File: config.mk
export PLATFORM = sky130hd
export DESIGN_NAME = alu_share_arbiter_flat
export DESIGN_NICKNAME = d
export VERILOG_FILES = /design/src/rtl/alu_share_arbiter_if.sv /design/src/rtl/alu_share_arbiter.sv /design/src/flat_wrapper.sv
export SDC_FILE = /design/constraint.sdc
export NUM_CORES = 1
export LEC_CHECK = 0
export BUFFER_PORTS_ARGS = -buffer_cell sky130_fd_sc_hd__buf_2
export CORE_UTILIZATION = 42
export CTS_CLUSTER_DIAMETER = 200
export CTS_CLUSTER_SIZE = 30
export DETAILED_ROUTE_END_ITERATION = 6
export PLACE_DENSITY = 0.76
export REMOVE_ABC_BUFFERS = 1
export SLEW_MARGIN = 20
export SYNTH_ARGS = -nofsm -noshare
export SYNTH_HDL_FRONTEND = slang
export SYNTH_SLANG_ARGS = --single-unit
File: constraint.sdc
create_clock -name clk -period 2 [get_ports clk]
set_input_delay 0.3 -clock clk [delete_from_list [all_inputs] [get_ports clk]]
set_output_delay 0.3 -clock clk [all_outputs]
set_load 0.1 [all_outputs]
File: src/rtl/alu_share_arbiter_if.sv
// rtl/alu_share_arbiter_if.sv - requester, response and ALU port bundle for alu_share_arbiter
interface alu_share_arbiter_if #(
    parameter int NUM_REQ = 4,
    parameter int ID_W    = 2
);
    logic [NUM_REQ-1:0]   req_valid;
    logic [NUM_REQ-1:0]   req_ready;
    logic [4*NUM_REQ-1:0] req_a;
    logic [4*NUM_REQ-1:0] req_b;
    logic [4*NUM_REQ-1:0] req_op;
    logic                 rsp_valid;
    logic                 rsp_ready;
    logic [ID_W-1:0]      rsp_id;
    logic [5:0]           rsp_s;
    logic [3:0]           alu_a;
    logic [3:0]           alu_b;
    logic [3:0]           alu_i;
    logic                 alu_v;
    logic [5:0]           alu_s;
    logic                 busy;

    // Arbiter side
    modport slave (
        input  req_valid, req_a, req_b, req_op, rsp_ready, alu_s,
        output req_ready, rsp_valid, rsp_id, rsp_s, alu_a, alu_b, alu_i, alu_v, busy
    );

    // Requester / ALU / environment side
    modport master (
        output req_valid, req_a, req_b, req_op, rsp_ready, alu_s,
        input  req_ready, rsp_valid, rsp_id, rsp_s, alu_a, alu_b, alu_i, alu_v, busy
    );
endinterface

File: src/rtl/alu_share_arbiter.sv
// rtl/alu_share_arbiter.sv - round-robin sharing of one 4-bit ALU between NUM_REQ requesters
module alu_share_arbiter #(
    parameter int NUM_REQ = 4,
    parameter int ID_W    = 2,
    parameter int ALU_LAT = 1
) (
    input  logic                 clk,
    input  logic                 rst_n,
    alu_share_arbiter_if.slave   bus
);

    typedef enum logic [1:0] {
        IDLE  = 2'd0,
        ISSUE = 2'd1,
        WAIT  = 2'd2,
        RESP  = 2'd3
    } state_t;

    state_t          state;
    logic [ID_W-1:0] last_grant;
    logic [3:0]      wait_cnt;
    logic [3:0]      alu_a_q;
    logic [3:0]      alu_b_q;
    logic [3:0]      alu_i_q;
    logic            alu_v_q;
    logic            rsp_valid_q;
    logic [ID_W-1:0] rsp_id_q;
    logic [5:0]      rsp_s_q;

    logic            grant_found;
    logic [ID_W-1:0] grant_idx;
    logic [ID_W-1:0] probe_idx;

    // Round-robin search starting just after the last granted requester
    always_comb begin
        grant_found = 1'b0;
        grant_idx   = '0;
        probe_idx   = '0;
        for (int i = 1; i <= NUM_REQ; i++) begin
            probe_idx = ID_W'((int'(last_grant) + i) % NUM_REQ);
            if (!grant_found && bus.req_valid[probe_idx]) begin
                grant_found = 1'b1;
                grant_idx   = probe_idx;
            end
        end
    end

    // Ready goes to the winner only while idle, so the handshake completes in the same cycle
    always_comb begin
        bus.req_ready = '0;
        if (state == IDLE && grant_found) begin
            bus.req_ready = NUM_REQ'(1) << grant_idx;
        end
    end

    // Control FSM: grant, strobe the ALU for one cycle, wait out its latency, hold the response
    always_ff @(posedge clk or negedge rst_n) begin
        if (!rst_n) begin
            state       <= IDLE;
            last_grant  <= ID_W'(NUM_REQ - 1);
            wait_cnt    <= '0;
            alu_a_q     <= '0;
            alu_b_q     <= '0;
            alu_i_q     <= '0;
            alu_v_q     <= 1'b0;
            rsp_valid_q <= 1'b0;
            rsp_id_q    <= '0;
            rsp_s_q     <= '0;
        end else begin
            case (state)
                IDLE: begin
                    if (grant_found) begin
                        alu_a_q    <= bus.req_a[4*grant_idx +: 4];
                        alu_b_q    <= bus.req_b[4*grant_idx +: 4];
                        alu_i_q    <= bus.req_op[4*grant_idx +: 4];
                        rsp_id_q   <= grant_idx;
                        last_grant <= grant_idx;
                        alu_v_q    <= 1'b1;
                        state      <= ISSUE;
                    end
                end
                ISSUE: begin
                    alu_v_q  <= 1'b0;
                    wait_cnt <= 4'(ALU_LAT - 1);
                    state    <= WAIT;
                end
                WAIT: begin
                    if (wait_cnt == 4'd0) begin
                        rsp_s_q     <= bus.alu_s;
                        rsp_valid_q <= 1'b1;
                        state       <= RESP;
                    end else begin
                        wait_cnt <= wait_cnt - 4'd1;
                    end
                end
                RESP: begin
                    if (bus.rsp_ready) begin
                        rsp_valid_q <= 1'b0;
                        state       <= IDLE;
                    end
                end
                default: begin
                    state <= IDLE;
                end
            endcase
        end
    end

    assign bus.alu_a     = alu_a_q;
    assign bus.alu_b     = alu_b_q;
    assign bus.alu_i     = alu_i_q;
    assign bus.alu_v     = alu_v_q;
    assign bus.rsp_valid = rsp_valid_q;
    assign bus.rsp_id    = rsp_id_q;
    assign bus.rsp_s     = rsp_s_q;
    assign bus.busy      = (state != IDLE);

endmodule

File: src/flat_wrapper.sv
// flat-port wrapper written by rule: the top's interface ports become plain ports
module alu_share_arbiter_flat 
#(
    parameter int NUM_REQ = 4,
    parameter int ID_W    = 2,
    parameter int ALU_LAT = 1
)
  (clk, rst_n, bus_req_valid, bus_req_a, bus_req_b, bus_req_op, bus_rsp_ready, bus_alu_s, bus_req_ready, bus_rsp_valid, bus_rsp_id, bus_rsp_s, bus_alu_a, bus_alu_b, bus_alu_i, bus_alu_v, bus_busy);
  alu_share_arbiter_if #(.NUM_REQ(NUM_REQ), .ID_W(ID_W)) bus_i ();
  input  logic clk;
  input  logic rst_n;
  input wire logic [$bits(bus_i.req_valid)-1:0] bus_req_valid;
  input wire logic [$bits(bus_i.req_a)-1:0] bus_req_a;
  input wire logic [$bits(bus_i.req_b)-1:0] bus_req_b;
  input wire logic [$bits(bus_i.req_op)-1:0] bus_req_op;
  input wire logic [$bits(bus_i.rsp_ready)-1:0] bus_rsp_ready;
  input wire logic [$bits(bus_i.alu_s)-1:0] bus_alu_s;
  output wire logic [$bits(bus_i.req_ready)-1:0] bus_req_ready;
  output wire logic [$bits(bus_i.rsp_valid)-1:0] bus_rsp_valid;
  output wire logic [$bits(bus_i.rsp_id)-1:0] bus_rsp_id;
  output wire logic [$bits(bus_i.rsp_s)-1:0] bus_rsp_s;
  output wire logic [$bits(bus_i.alu_a)-1:0] bus_alu_a;
  output wire logic [$bits(bus_i.alu_b)-1:0] bus_alu_b;
  output wire logic [$bits(bus_i.alu_i)-1:0] bus_alu_i;
  output wire logic [$bits(bus_i.alu_v)-1:0] bus_alu_v;
  output wire logic [$bits(bus_i.busy)-1:0] bus_busy;
  assign bus_i.req_valid = bus_req_valid;
  assign bus_i.req_a = bus_req_a;
  assign bus_i.req_b = bus_req_b;
  assign bus_i.req_op = bus_req_op;
  assign bus_i.rsp_ready = bus_rsp_ready;
  assign bus_i.alu_s = bus_alu_s;
  assign bus_req_ready = bus_i.req_ready;
  assign bus_rsp_valid = bus_i.rsp_valid;
  assign bus_rsp_id = bus_i.rsp_id;
  assign bus_rsp_s = bus_i.rsp_s;
  assign bus_alu_a = bus_i.alu_a;
  assign bus_alu_b = bus_i.alu_b;
  assign bus_alu_i = bus_i.alu_i;
  assign bus_alu_v = bus_i.alu_v;
  assign bus_busy = bus_i.busy;
  alu_share_arbiter #(.NUM_REQ(NUM_REQ), .ID_W(ID_W), .ALU_LAT(ALU_LAT)) u_core (.clk(clk), .rst_n(rst_n), .bus(bus_i));
endmodule
==> flow_summary.yaml <==
global_routing:
  antenna_found_initial: 0
  grt_use_total: 0.211
  grt_overflow: 0
  grt_pass1_wl_um: 8020
  grt_pass1_vias: 1795
  grt_max_degree: 31
clocking:
  clock_path_buffers: 2
  htreeDepth: 2
  cts_tree: "yes"
  clkTransAtPathRegs_ps: 70
  numCtsBuffers: 5
  clock_latency_ps: 290
  cts_hold_buf: 0
  ctsRootBufferMaster: "clkbuf_8"
  cts_sinks: 30
floorplanning:
  core_um2: 4350
  die_h_um: 69.4
  start_util: 0.439
  die-area_um2: 4820
  row_count: 24
  io_pins: 88
  die_x_um: 69.4
sta:
  post-route-min-period_ps: 2210
  tightest_slew_ps: 678
  setup_viol: 16
  fin_skew_ps: 2.58
  finalHoldViolations: 0
  max_clock_freq_ghz: 0.453
  finalMaxSlewViolations: 0
  slew_headroom: 0.548
  setup_ws_ps: -206
  grt_setup_unrepaired: "yes"
  whs_ps: 46.2
  timing.final.crit_share: 1.10
layout:
  antenna_cells: 0
  n_fill_cell: 338
  seqCellArea_um2: 753
  area_growth_pct: 46.1
  multi_input_area_um2: 1190
  layout-drive-gt1-share: 0.546
  nets: 359
route:
  wire_per_inst_um: 14.9
  drc: 0
  drtPass1Iterations: 4
  first_iter_violations: 74
  totalWireLength_um: 5130
  vias: 1846
  drtAntennaViolNets: 0
  via_per_inst: 5.35
flow_run:
  max_cap_viol_count: 0
setup_path:
  endpoint_kind: "primary output"
  critPathTopFamily: "flip-flops"
  max_stage_delay_ps: 640
  path_max_fanout: 8
  cp-start-kind: "flip-flop"
  worst-path-buf-inv: 1
  crit_type: "reg2out"
  cpMaxStageDelayCell: "dfstp_2"
  cp.arrival_ps: 1910
  cp.required_ps: 1700
  cp_cell_sequence: "mux2i_1 > nor2_1 > or3_4 > and3_4 > buf_12"
synth:
  synth_seq_cells: 30
  synth_top_area_share: 0.367
  yosys.cell_types.count: 42
  ys_seq_area_frac: 0.394
  synth-warning-count: 0
  syn-instance-count: 195
  yosys-top-cells-area: "dfrtp_1 37%, a211oi_2 7.9%, mux2i_1 7.3%"
  synth_top_area_cell: "dfrtp_1"
  avgSynthCellArea_um2: 9.80
  netlist_area_um2: 1910
placed_design:
  io_buffers: 87
  hpwl_um: 3560
  place.gp.congestion: 0.829
status:
  violations: "negative setup slack"
  status: "complete, but fails checks"
hold_path:
  min_path_type: "in2async"
[path summary, 6_finish.rpt]
path	slack, ps	depth (start not counted)	from	end
max	-210	5	u_core.last_grant[1]	bus_req_ready[1]
min	50	1	rst_n	u_core.bus.rsp_s[0]
max reg2reg	-40	7	u_core.last_grant[1]	u_core.bus.alu_i[0]
min reg2reg	500	1	u_core.bus.rsp_s[1]	u_core.bus.rsp_s[1]
max in group asynchronous	1510	1	rst_n	u_core.bus.alu_b[0]
min in group clk	240	2	bus_alu_s[4]	u_core.bus.rsp_s[4]
[routing by layer]
metal / vias to the layer above / track usage / routed length [um]
met5: - / 0 / 0
met4: 0 / 0.104 / 97
met3: 11 / 0.0552 / 320
met2: 70 / 0.348 / 2630
met1: 877 / 0.254 / 2080
li1: 888 / - / -
[what timing repair did]
action / CTS / global route
resized for setup: 19 / 17
setup endpoints to repair: 7 / 16
pin swaps: 3 / 14
setup buffers: 3 / 0
[cells in the final DEF (no fill, tap or decap), drive strengths merged, types with 4 or more instances in the layout]
cell type,Yosys,final
buf,7,102
o21ai,7,7
inv,7,7
mux2i,14,14
nand2,20,20
nor3,14,14
a21oi,4,4
mux2,6,6
a211oi,25,25
ha,6,6
nor2,21,21
clkbuf,5,5
nand2b,5,5
dfrtp,28,28
[cells in the mapped netlist]
library cell and count:
nand3b_1 1, o22ai_1 1, a21bo_2 1, inv_1 7, o21a_1 1, o21ai_0 6
and3_1 2, buf_4 2, ha_1 6, and2_4 1, xor2_1 1, a21boi_1 1
o31ai_4 1, nand2_1 20, nor3_1 14, xnor2_1 1, a21o_1 2, o21ai_1 1
mux2_2 6, a211oi_2 12, o32a_1 1, a21oi_2 1, buf_6 3, a22o_1 1
clkbuf_1 5, buf_8 1, dfstp_2 2, nor2b_1 2, nor4_1 1, or3_1 2
or4_4 1, nor2_2 1, nor2_1 20, nor3b_1 1, o21bai_1 1, buf_2 1
mux2i_1 14, a211oi_1 13, and2_1 1, a21oi_1 3, nand2b_1 5, dfrtp_1 28
[flip-flops by register name, summed over array words and instances (netlist names)]
signal,cells
u_core.bus.alu_a,4
u_core.bus.alu_b,4
u_core.bus.alu_i,4
u_core.bus.alu_v,1
u_core.bus.rsp_id,2
u_core.bus.rsp_s,6
u_core.bus.rsp_valid,1
u_core.last_grant,2
u_core.state,2
u_core.wait_cnt,4
[final cells by class]
cell class | count | area share
Multi-Input combinational cell | 146 | 0.428
Sequential cell | 30 | 0.270
Timing Repair Buffer | 102 | 0.231
Clock buffer | 5 | 0.0247
Tap cell | 52 | 0.0233
Clock inverter | 3 | 0.0143
Inverter | 7 | 0.00941
[cells by family (layout without fill, tap and decap cells)]
| group | after synthesis | count (layout) | share of synthesized area |
|---|---|---|---|
| AND/OR/NAND/NOR | 72 | 72 | 0.179 |
| AO/OA/AOI/OAI | 46 | 46 | 0.210 |
| flip-flops | 30 | 30 | 0.394 |
| multiplexers | 20 | 20 | 0.109 |
| buffers and inverters | 19 | 117 | 0.0596 |
| adder cells (fa/ha/maj) | 6 | 6 | 0.0393 |
| XOR/XNOR | 2 | 2 | 0.00917 |
[through the flow]
step | TNS [ps] | setup WS (ps) | utilization | instances | instance area [um^2]
4_1_cts | -546 | -167 | 0.623 | 345 | 2710
3_3_place_gp | 0 | 23.6 | 0.571 | 334 | 2490
5_1_grt | -1830 | -260 | 0.641 | 345 | 2790
2_1_floorplan | -8140 | -1550 | - | 183 | 1820
6_report | -978 | -206 | 0.641 | 345 | 2790
3_5_place_dp | -25.5 | -8.25 | 0.571 | 334 | 2490
Power is not shown: default switching activity piles up to over one toggle a cycle in this logic, so the estimate is an artifact.
